**config.mk**
```make
export PLATFORM = sky130hd
export DESIGN_NAME = fht_but_array_flat
export DESIGN_NICKNAME = d
export VERILOG_FILES = /design/src/rtl/fht_but_array_pkg.sv /design/src/rtl/fht_but_array_if.sv /design/src/rtl/fht_but_array_pipe.sv /design/src/rtl/fht_but_array.sv /design/src/flat_wrapper.sv
export SDC_FILE = /design/constraint.sdc
export NUM_CORES = 2
export LEC_CHECK = 0
export ABC_CLOCK_PERIOD_IN_PS = 14350
export BUFFER_PORTS_ARGS = -buffer_cell sky130_fd_sc_hd__buf_2
export CAP_MARGIN = 10
export CORE_ASPECT_RATIO = 0.8
export CORE_MARGIN = 4
export CORE_UTILIZATION = 40
export CTS_CLUSTER_SIZE = 25
export DETAILED_ROUTE_END_ITERATION = 7
export MAX_ROUTING_LAYER = met4
export PLACE_DENSITY = 0.64
export SLEW_MARGIN = 10
export SYNTH_ARGS = -nofsm -noshare
export SYNTH_HDL_FRONTEND = slang
export SYNTH_SLANG_ARGS = --single-unit
```
**constraint.sdc**
```tcl
create_clock -name iCLK -period 14.35 [get_ports iCLK]
set_clock_uncertainty 0.2 [all_clocks]
set_input_delay 2.87 -clock iCLK [delete_from_list [all_inputs] [get_ports iCLK]]
set_output_delay 2.87 -clock iCLK [all_outputs]
set_load 0.01 [all_outputs]
```
**src/rtl/fht_but_array_pkg.sv**
```systemverilog
// Shared types and constants for the FHT butterfly array.
// Permutation codes and the twiddle Q-format shift.
package fht_but_array_pkg;

    typedef enum logic [1:0] {
        PermNat      = 2'd0,
        PermSplit    = 2'd1,
        PermSplitRev = 2'd2,
        PermRsvd     = 2'd3
    } perm_e;

    // Twiddles are Q-format with 1.0 = 2^(W_BIT-2).
    function automatic int unsigned twid_shift(input int unsigned w_bit);
        return w_bit - 2;
    endfunction

endpackage

```
**src/rtl/fht_but_array_if.sv**
```systemverilog
// Beat interface of the FHT butterfly array: operands/twiddles/control in, lanes out.
interface fht_but_array_if #(
    parameter int unsigned D_BIT   = 17,
    parameter int unsigned W_BIT   = 12,
    parameter int unsigned NUM_BUT = 2
);
    logic                         iVALID;
    logic                         iSCALE;
    logic [1:0]                   iPERM;
    logic                         iCLR_OVF;
    logic [NUM_BUT*D_BIT-1:0]     iX_A;
    logic [NUM_BUT*D_BIT-1:0]     iX_B;
    logic [NUM_BUT*D_BIT-1:0]     iX_C;
    logic [NUM_BUT*W_BIT-1:0]     iCOS;
    logic [NUM_BUT*W_BIT-1:0]     iSIN;
    logic                         oVALID;
    logic [2*NUM_BUT*D_BIT-1:0]   oY;
    logic                         oOVF;

    modport master (
        output iVALID, iSCALE, iPERM, iCLR_OVF, iX_A, iX_B, iX_C, iCOS, iSIN,
        input  oVALID, oY, oOVF
    );

    modport slave (
        input  iVALID, iSCALE, iPERM, iCLR_OVF, iX_A, iX_B, iX_C, iCOS, iSIN,
        output oVALID, oY, oOVF
    );

endinterface

```
**src/rtl/fht_but_array_pipe.sv**
```systemverilog
// One radix-2 Hartley butterfly: S1 operand regs, S2 product regs, S3 combinational
// round/add/scale/saturate (the caller registers the result).
module fht_but_array_pipe
    import fht_but_array_pkg::*;
#(
    parameter int unsigned D_BIT = 17,
    parameter int unsigned W_BIT = 12
) (
    input  logic                    iCLK,
    input  logic                    iRESET,
    input  logic signed [D_BIT-1:0] i_a,
    input  logic signed [D_BIT-1:0] i_b,
    input  logic signed [D_BIT-1:0] i_c,
    input  logic signed [W_BIT-1:0] i_cos,
    input  logic signed [W_BIT-1:0] i_sin,
    input  logic                    i_scale,
    output logic signed [D_BIT-1:0] o_y0,
    output logic signed [D_BIT-1:0] o_y1,
    output logic                    o_sat
);

    localparam int unsigned SH = twid_shift(W_BIT);
    localparam int unsigned PW = D_BIT + W_BIT;
    localparam int unsigned SW = PW + 1;
    localparam int unsigned TW = SW - SH;
    localparam int unsigned AW = TW + 1;
    localparam int unsigned HW = AW - D_BIT + 1;

    localparam logic signed [SW-1:0]    RND     = SW'(1) << (SH - 1);
    localparam logic signed [AW-1:0]    ONE     = AW'(1);
    localparam logic        [D_BIT-1:0] SAT_MAX = {1'b0, {(D_BIT-1){1'b1}}};
    localparam logic        [D_BIT-1:0] SAT_MIN = {1'b1, {(D_BIT-1){1'b0}}};

    logic signed [D_BIT-1:0] r_a, r_b, r_c, r_a2;
    logic signed [W_BIT-1:0] r_cos, r_sin;
    logic                    r_scale, r_scale2;
    logic signed [PW-1:0]    r_pb, r_pc;

    always_ff @(posedge iCLK or negedge iRESET) begin
        if (!iRESET) begin
            r_a      <= '0;
            r_b      <= '0;
            r_c      <= '0;
            r_cos    <= '0;
            r_sin    <= '0;
            r_scale  <= 1'b0;
            r_a2     <= '0;
            r_pb     <= '0;
            r_pc     <= '0;
            r_scale2 <= 1'b0;
        end else begin
            r_a      <= i_a;
            r_b      <= i_b;
            r_c      <= i_c;
            r_cos    <= i_cos;
            r_sin    <= i_sin;
            r_scale  <= i_scale;
            r_a2     <= r_a;
            r_pb     <= PW'(r_b) * PW'(r_cos);
            r_pc     <= PW'(r_c) * PW'(r_sin);
            r_scale2 <= r_scale;
        end
    end

    logic signed [SW-1:0] w_p, w_pr;
    logic signed [TW-1:0] w_t;
    logic signed [AW-1:0] w_a, w_te, w_s0, w_s1, w_s0i, w_s1i, w_s0s, w_s1s;
    logic                 w_ovf0, w_ovf1;

    always_comb begin
        w_p   = SW'(r_pb) + SW'(r_pc);
        w_pr  = w_p + RND;
        w_t   = TW'(w_pr >>> SH);
        w_a   = AW'(r_a2);
        w_te  = AW'(w_t);
        w_s0  = w_a + w_te;
        w_s1  = w_a - w_te;
        w_s0i = w_s0 + ONE;
        w_s1i = w_s1 + ONE;
        w_s0s = r_scale2 ? (w_s0i >>> 1) : w_s0;
        w_s1s = r_scale2 ? (w_s1i >>> 1) : w_s1;
        // Out of range when the bits above the result sign are not a pure sign extension.
        w_ovf0 = (w_s0s[AW-1:D_BIT-1] != {HW{w_s0s[AW-1]}});
        w_ovf1 = (w_s1s[AW-1:D_BIT-1] != {HW{w_s1s[AW-1]}});
        o_y0   = w_ovf0 ? (w_s0s[AW-1] ? SAT_MIN : SAT_MAX) : w_s0s[D_BIT-1:0];
        o_y1   = w_ovf1 ? (w_s1s[AW-1] ? SAT_MIN : SAT_MAX) : w_s1s[D_BIT-1:0];
        o_sat  = w_ovf0 | w_ovf1;
    end

endmodule

```
**src/rtl/fht_but_array.sv**
```systemverilog
// Array of NUM_BUT pipelined Hartley butterflies with valid/permutation delay line,
// output lane permutation, output registers and sticky saturation flag.
module fht_but_array
    import fht_but_array_pkg::*;
#(
    parameter int unsigned D_BIT   = 17,
    parameter int unsigned W_BIT   = 12,
    parameter int unsigned NUM_BUT = 2
) (
    input logic            iCLK,
    input logic            iRESET,
    fht_but_array_if.slave bus
);

    localparam int unsigned LANES = 2 * NUM_BUT;

    logic signed [D_BIT-1:0] w_y0 [NUM_BUT];
    logic signed [D_BIT-1:0] w_y1 [NUM_BUT];
    logic [NUM_BUT-1:0]      w_sat;

    for (genvar k = 0; k < NUM_BUT; k++) begin : g_but
        fht_but_array_pipe #(
            .D_BIT (D_BIT),
            .W_BIT (W_BIT)
        ) u_but (
            .iCLK    (iCLK),
            .iRESET  (iRESET),
            .i_a     (bus.iX_A[k*D_BIT +: D_BIT]),
            .i_b     (bus.iX_B[k*D_BIT +: D_BIT]),
            .i_c     (bus.iX_C[k*D_BIT +: D_BIT]),
            .i_cos   (bus.iCOS[k*W_BIT +: W_BIT]),
            .i_sin   (bus.iSIN[k*W_BIT +: W_BIT]),
            .i_scale (bus.iSCALE),
            .o_y0    (w_y0[k]),
            .o_y1    (w_y1[k]),
            .o_sat   (w_sat[k])
        );
    end

    logic                     r_vld1, r_vld2, r_ovalid, r_ovf;
    perm_e                    r_perm1, r_perm2;
    logic [LANES*D_BIT-1:0]   r_y, w_y;
    logic                     w_ovf;

    always_comb begin
        w_y = '0;
        for (int k = 0; k < NUM_BUT; k++) begin
            case (r_perm2)
                PermSplit: begin
                    w_y[k*D_BIT +: D_BIT]           = w_y0[k];
                    w_y[(NUM_BUT+k)*D_BIT +: D_BIT] = w_y1[k];
                end
                PermSplitRev: begin
                    w_y[k*D_BIT +: D_BIT]           = w_y0[NUM_BUT-1-k];
                    w_y[(NUM_BUT+k)*D_BIT +: D_BIT] = w_y1[NUM_BUT-1-k];
                end
                default: begin
                    w_y[(2*k)*D_BIT +: D_BIT]   = w_y0[k];
                    w_y[(2*k+1)*D_BIT +: D_BIT] = w_y1[k];
                end
            endcase
        end
    end

    // A saturating valid beat in S3 wins over a simultaneous clear.
    always_comb begin
        w_ovf = (r_vld2 && (|w_sat)) || (r_ovf && !bus.iCLR_OVF);
    end

    always_ff @(posedge iCLK or negedge iRESET) begin
        if (!iRESET) begin
            r_vld1   <= 1'b0;
            r_vld2   <= 1'b0;
            r_perm1  <= PermNat;
            r_perm2  <= PermNat;
            r_ovalid <= 1'b0;
            r_y      <= '0;
            r_ovf    <= 1'b0;
        end else begin
            r_vld1   <= bus.iVALID;
            r_perm1  <= perm_e'(bus.iPERM);
            r_vld2   <= r_vld1;
            r_perm2  <= r_perm1;
            r_ovalid <= r_vld2;
            r_y      <= w_y;
            r_ovf    <= w_ovf;
        end
    end

    assign bus.oVALID = r_ovalid;
    assign bus.oY     = r_y;
    assign bus.oOVF   = r_ovf;

endmodule

```
**src/flat_wrapper.sv**
```systemverilog
// flat-port wrapper written by rule: the top's interface ports become plain ports
module fht_but_array_flat import fht_but_array_pkg::*;
#(
    parameter int unsigned D_BIT   = 17,
    parameter int unsigned W_BIT   = 12,
    parameter int unsigned NUM_BUT = 2
)
  (iCLK, iRESET, bus_iVALID, bus_iSCALE, bus_iPERM, bus_iCLR_OVF, bus_iX_A, bus_iX_B, bus_iX_C, bus_iCOS, bus_iSIN, bus_oVALID, bus_oY, bus_oOVF);
  fht_but_array_if #(.D_BIT(D_BIT), .W_BIT(W_BIT), .NUM_BUT(NUM_BUT)) bus_i ();
  input logic iCLK;
  input logic iRESET;
  input wire logic [$bits(bus_i.iVALID)-1:0] bus_iVALID;
  input wire logic [$bits(bus_i.iSCALE)-1:0] bus_iSCALE;
  input wire logic [$bits(bus_i.iPERM)-1:0] bus_iPERM;
  input wire logic [$bits(bus_i.iCLR_OVF)-1:0] bus_iCLR_OVF;
  input wire logic [$bits(bus_i.iX_A)-1:0] bus_iX_A;
  input wire logic [$bits(bus_i.iX_B)-1:0] bus_iX_B;
  input wire logic [$bits(bus_i.iX_C)-1:0] bus_iX_C;
  input wire logic [$bits(bus_i.iCOS)-1:0] bus_iCOS;
  input wire logic [$bits(bus_i.iSIN)-1:0] bus_iSIN;
  output wire logic [$bits(bus_i.oVALID)-1:0] bus_oVALID;
  output wire logic [$bits(bus_i.oY)-1:0] bus_oY;
  output wire logic [$bits(bus_i.oOVF)-1:0] bus_oOVF;
  assign bus_i.iVALID = bus_iVALID;
  assign bus_i.iSCALE = bus_iSCALE;
  assign bus_i.iPERM = bus_iPERM;
  assign bus_i.iCLR_OVF = bus_iCLR_OVF;
  assign bus_i.iX_A = bus_iX_A;
  assign bus_i.iX_B = bus_iX_B;
  assign bus_i.iX_C = bus_iX_C;
  assign bus_i.iCOS = bus_iCOS;
  assign bus_i.iSIN = bus_iSIN;
  assign bus_oVALID = bus_i.oVALID;
  assign bus_oY = bus_i.oY;
  assign bus_oOVF = bus_i.oOVF;
  fht_but_array #(.D_BIT(D_BIT), .W_BIT(W_BIT), .NUM_BUT(NUM_BUT)) u_core (.iCLK(iCLK), .iRESET(iRESET), .bus(bus_i));
endmodule
```
==> results.md <==
Worst setup path:
- The worst register-to-register path begins at u_core.g_but[0].u_but.r_pb[2].
- At the worst endpoint, the required time is 14.66 ns.
- The path type of the worst setup path is register to register.
- Setup slack on the worst reg-to-reg path comes out at 6.03 ns.
- The critical path contains buffers and inverters numbering 0 combined.
- In this run the critical register-to-register path is captured at u_core.bus.oY[32].
- Of all nets on the critical path, the largest fanout is 16.
- The category of cells accounting for the largest share of critical-path delay is compound AO/OA/AOI/OAI gates.
- The length in cells of the worst reg-to-reg path is 28.
- The stage delay of the slowest cell on the critical path is 0.62 ns.
- STA classifies the critical path startpoint as a register.
- Among all stages on the critical path, the largest delay is contributed by sky130_fd_sc_hd__nand2b_1.
- The critical path data arrival time is 8.63 ns.
- The nature of the critical path endpoint is a register.

Synth:
- In this run the biggest area consumer among cell types represents 29.9% of the synthesized area.
- Yosys mapped a number of flops with a built-in enable equal to 0.
- The synthesized netlist occupies a cell area of 0.0507 mm².
- Of all flip-flops after synthesis, the portion carrying an async set or reset was 100%.
- The primary flip-flop cell chosen by synthesis mapping is sky130_fd_sc_hd__dfrtp_1.
- The count of yosys warnings during synthesis is 0.
- The total of flip-flops plus latches after synthesis is 378.
- In the post-synthesis netlist, the cell with the most instances is sky130_fd_sc_hd__inv_1.
- The cell count after synthesis came out at 5,396.
- Summing the sequential cell areas from Yosys gives 18.7% of the chip area.
- The count of distinct cell types in the synthesized netlist is 131.
- Counting every net in the synthesized netlist gives 6,754.
- Counting instances in the post-synthesis netlist gives the leading cell types as sky130_fd_sc_hd__inv_1, sky130_fd_sc_hd__fa_1, sky130_fd_sc_hd__nand2_1.
- Sorting the synthesized cells by area gives the leading types as sky130_fd_sc_hd__fa_1, sky130_fd_sc_hd__dfrtp_1, sky130_fd_sc_hd__ha_1.
- Each instance of the synthesized netlist takes up on average 9.39 µm².
- The library cell occupying the most area in the post-synthesis netlist is sky130_fd_sc_hd__fa_1.

Run status:
- The run finished with clean final reports.

STA:
- For the finished layout, the period the worst path requires is 8.32 ns.
- The number of pins with negative max-slew slack in the final report came to 0.
- The final clock period utilization by the worst path is 58.0%.
- Setup violations remaining at the end of the flow were counted as 0.
- The worst pin sits at a relative slew slack of 34.8%.
- The hold violation total from the final report is 0.
- Static timing analysis puts the maximum clock frequency at 0.120 GHz.
- Setup repair after global routing left no endpoint under its margin.
- The total negative setup slack is 0 ns.
- For the pin with the worst max-slew slack, the measured transition is 0.978 ns.

Routing:
- The first detailed-routing pass took 5 iterations.
- The antenna violation net count after detailed routing is 0.
- After detailed routing, the number of vias per cell comes to 5.20.
- The detailed router finished its first iteration with 2,552 violations.
- After detailed routing, the number of remaining DRC violations is 0.
- The via total after detailed routing is 37,200.
- After detailed routing, the total wire length is 132 mm.
- After detailed routing, the average wire length per cell comes to 18.5 µm.

Job:
- The tool flagged a number of max-cap violations equal to 0.

Floorplan:
- The starting density of the core is 40.4%.
- The I/O pin count is 227.
- The region available for standard cell placement spans 0.125 mm².
- The width of the die is 406 µm.
- The floorplan die height is 326 µm.
- The die covers 0.132 mm².
- In this run the core area contains 116 standard-cell rows.

Clock network:
- In this run, post-CTS hold repair placed 0 buffers.
- The root buffer cell chosen for the clock tree is sky130_fd_sc_hd__clkbuf_16.
- The total clock sinks is 378.
- The CTS tree is built.
- The clock slew seen by the registers of the worst setup and hold paths is 0.06 ns.
- TritonCTS created 48 clock buffers.
- Clock latency on the worst-skew pair, taken at its later pin, is 0.66 ns.
- After clock tree synthesis, the repair step resized 0 gates.
- The buffer depth of the longest clock path is 3.
- In this run the number of H-tree levels came out at 2.
- The post-CTS setup-driven buffer insertion count is 0.

Placement:
- At the end of routability-driven placement, the weighted congestion stood at 0.919.
- Detailed placement ended at an HPWL of 107 mm.
- The number of placed cells counting well taps is 7,057.
- The number of buffer cells added on primary ports is 226.

Final layout:
- For this run, the post-layout net count is 6,814.
- Compared with the post-synthesis result, the final layout area differs by 7.71%.
- The non-filler instance count after layout is 7,149.
- Of the cells placed in the final design, the portion with a size suffix greater than 1 is 7.93%.

GRT:
- The global-route wire length before repair is 216 mm.
- Entering global routing, the biggest net connects 147 pins.
- Global routing finished with a remaining overflow of 0.
- The initial antenna violation count was 0.
- Global routing consumed, over all layers together, 21.1% of the routing resources.
- The via count of the first global-routing pass is 39,000.

Hold path:
- For hold timing, the worst endpoint is u_core.r_perm2[0].
- The path class of the lowest-slack min-delay path is register to register.
- The start point of the worst min-delay path is u_core.r_perm1[0].
- The worst hold path depth is 0.
[flip-flops by register name, indices dropped and copies added (netlist names)]
signal                       cells
u_core.g_but.u_but.r_a2         34
u_core.g_but.u_but.r_a          34
u_core.g_but.u_but.r_scale2      1
u_core.g_but.u_but.r_scale       1
u_core.g_but.u_but.r_sin        24
u_core.g_but.u_but.r_c          34
u_core.bus.oY                   68
u_core.g_but.u_but.r_pb         58
u_core.bus.oVALID                1
u_core.bus.oOVF                  1
u_core.g_but.u_but.r_b          34
u_core.r_perm2                   2
u_core.g_but.u_but.r_pc         58
u_core.r_vld1                    1
u_core.r_vld2                    1
u_core.r_perm1                   2
u_core.g_but.u_but.r_cos        24
[worst reg2reg max path, delay by kind of cell (launching register included)]
| family | cells | cell delay [ns] |
|---|---|---|
| AOI/OAI and AO/OA | 17 | 4.32 |
| xor gates and xnor gates | 1 | 0.09 |
| adders and majority gates | 3 | 1.05 |
| DFF | 1 | 0.36 |
| and+or+nand+nor | 7 | 2.17 |
[routing by layer]
layer  vias to the layer above  wire length [µm]  GRT usage (%)
met5                         -                 0              -
met4                         0              2750           4.60
met3                       147              7810           3.03
met2                       961             62600           33.7
met1                     18700             59000           28.6
li1                      17400                 -              -
[through the flow]
| step | worst slack (ns) | hold WS (ns) | cell area, µm² | utilization, % |
|---|---|---|---|---|
| global route | 5.43 | 0.151 | 54600 | 43.5 |
| finish | 6.03 | 0.139 | 54600 | 43.5 |
| floorplan | 7.61 | 0.131 | 50700 | - |
| global placement | 6.21 | 0.133 | 52900 | 42.2 |
| CTS | 6.11 | 0.149 | 54600 | 43.5 |
| detailed placement | 6.15 | 0.135 | 52900 | 42.2 |
[placed cells by master (no fill, tap or decap), drive strengths merged, types with 46 or more instances in the layout]
cell,n
inv,949
fa,756
nand2,638
ha,445
dfrtp,378
and2,287
buf,237
nor2,207
a21oi,187
xnor2,169
o21ai,153
nand2b,87
nand3,73
nor3,71
clkbuf,65
a21o,53
a211oi,52
xor2,46
[area by class of cell]
cell class              count  area, µm²
repair buffers            238       1240
multi-input cells        3844      36600
diodes                      1       2.50
clock buffers              64       1330
fillers                 12200      70800
flip-flops and latches    378       9460
clock inverters            26        344
well taps                1652       2070
inverters                 946       3550
[cells by family after synthesis]
logic type	share of synthesized area (%)
AO/OA/AOI/OAI	11.6
XOR/XNOR	3.80
adder cells (fa/ha/maj)	40.9
buffers and inverters	9.16
flip-flops	18.7
multiplexers	0.294
AND/OR/NAND/NOR	15.7
[worst max-delay path by stage]
stage | startpoint | endpoint | slack [ns] | cells after the start
2_1_floorplan | u_core.g_but[1].u_but.r_pb[2] | u_core.bus.oY[22] | 7.61 | 27
5_1_grt | u_core.g_but[0].u_but.r_pb[2] | u_core.bus.oY[32] | 5.43 | 28
4_1_cts | u_core.g_but[0].u_but.r_pb[2] | u_core.bus.oY[32] | 6.11 | 28
3_5_place_dp | u_core.g_but[1].u_but.r_pc[2] | u_core.bus.oY[19] | 6.15 | 27
6_report | u_core.g_but[0].u_but.r_pb[2] | u_core.bus.oY[32] | 6.03 | 28
3_3_place_gp | u_core.g_but[0].u_but.r_pb[2] | u_core.bus.oY[32] | 6.21 | 26
Power is not shown: default switching activity piles up to over one toggle a cycle in this logic, so the estimate is an artifact.
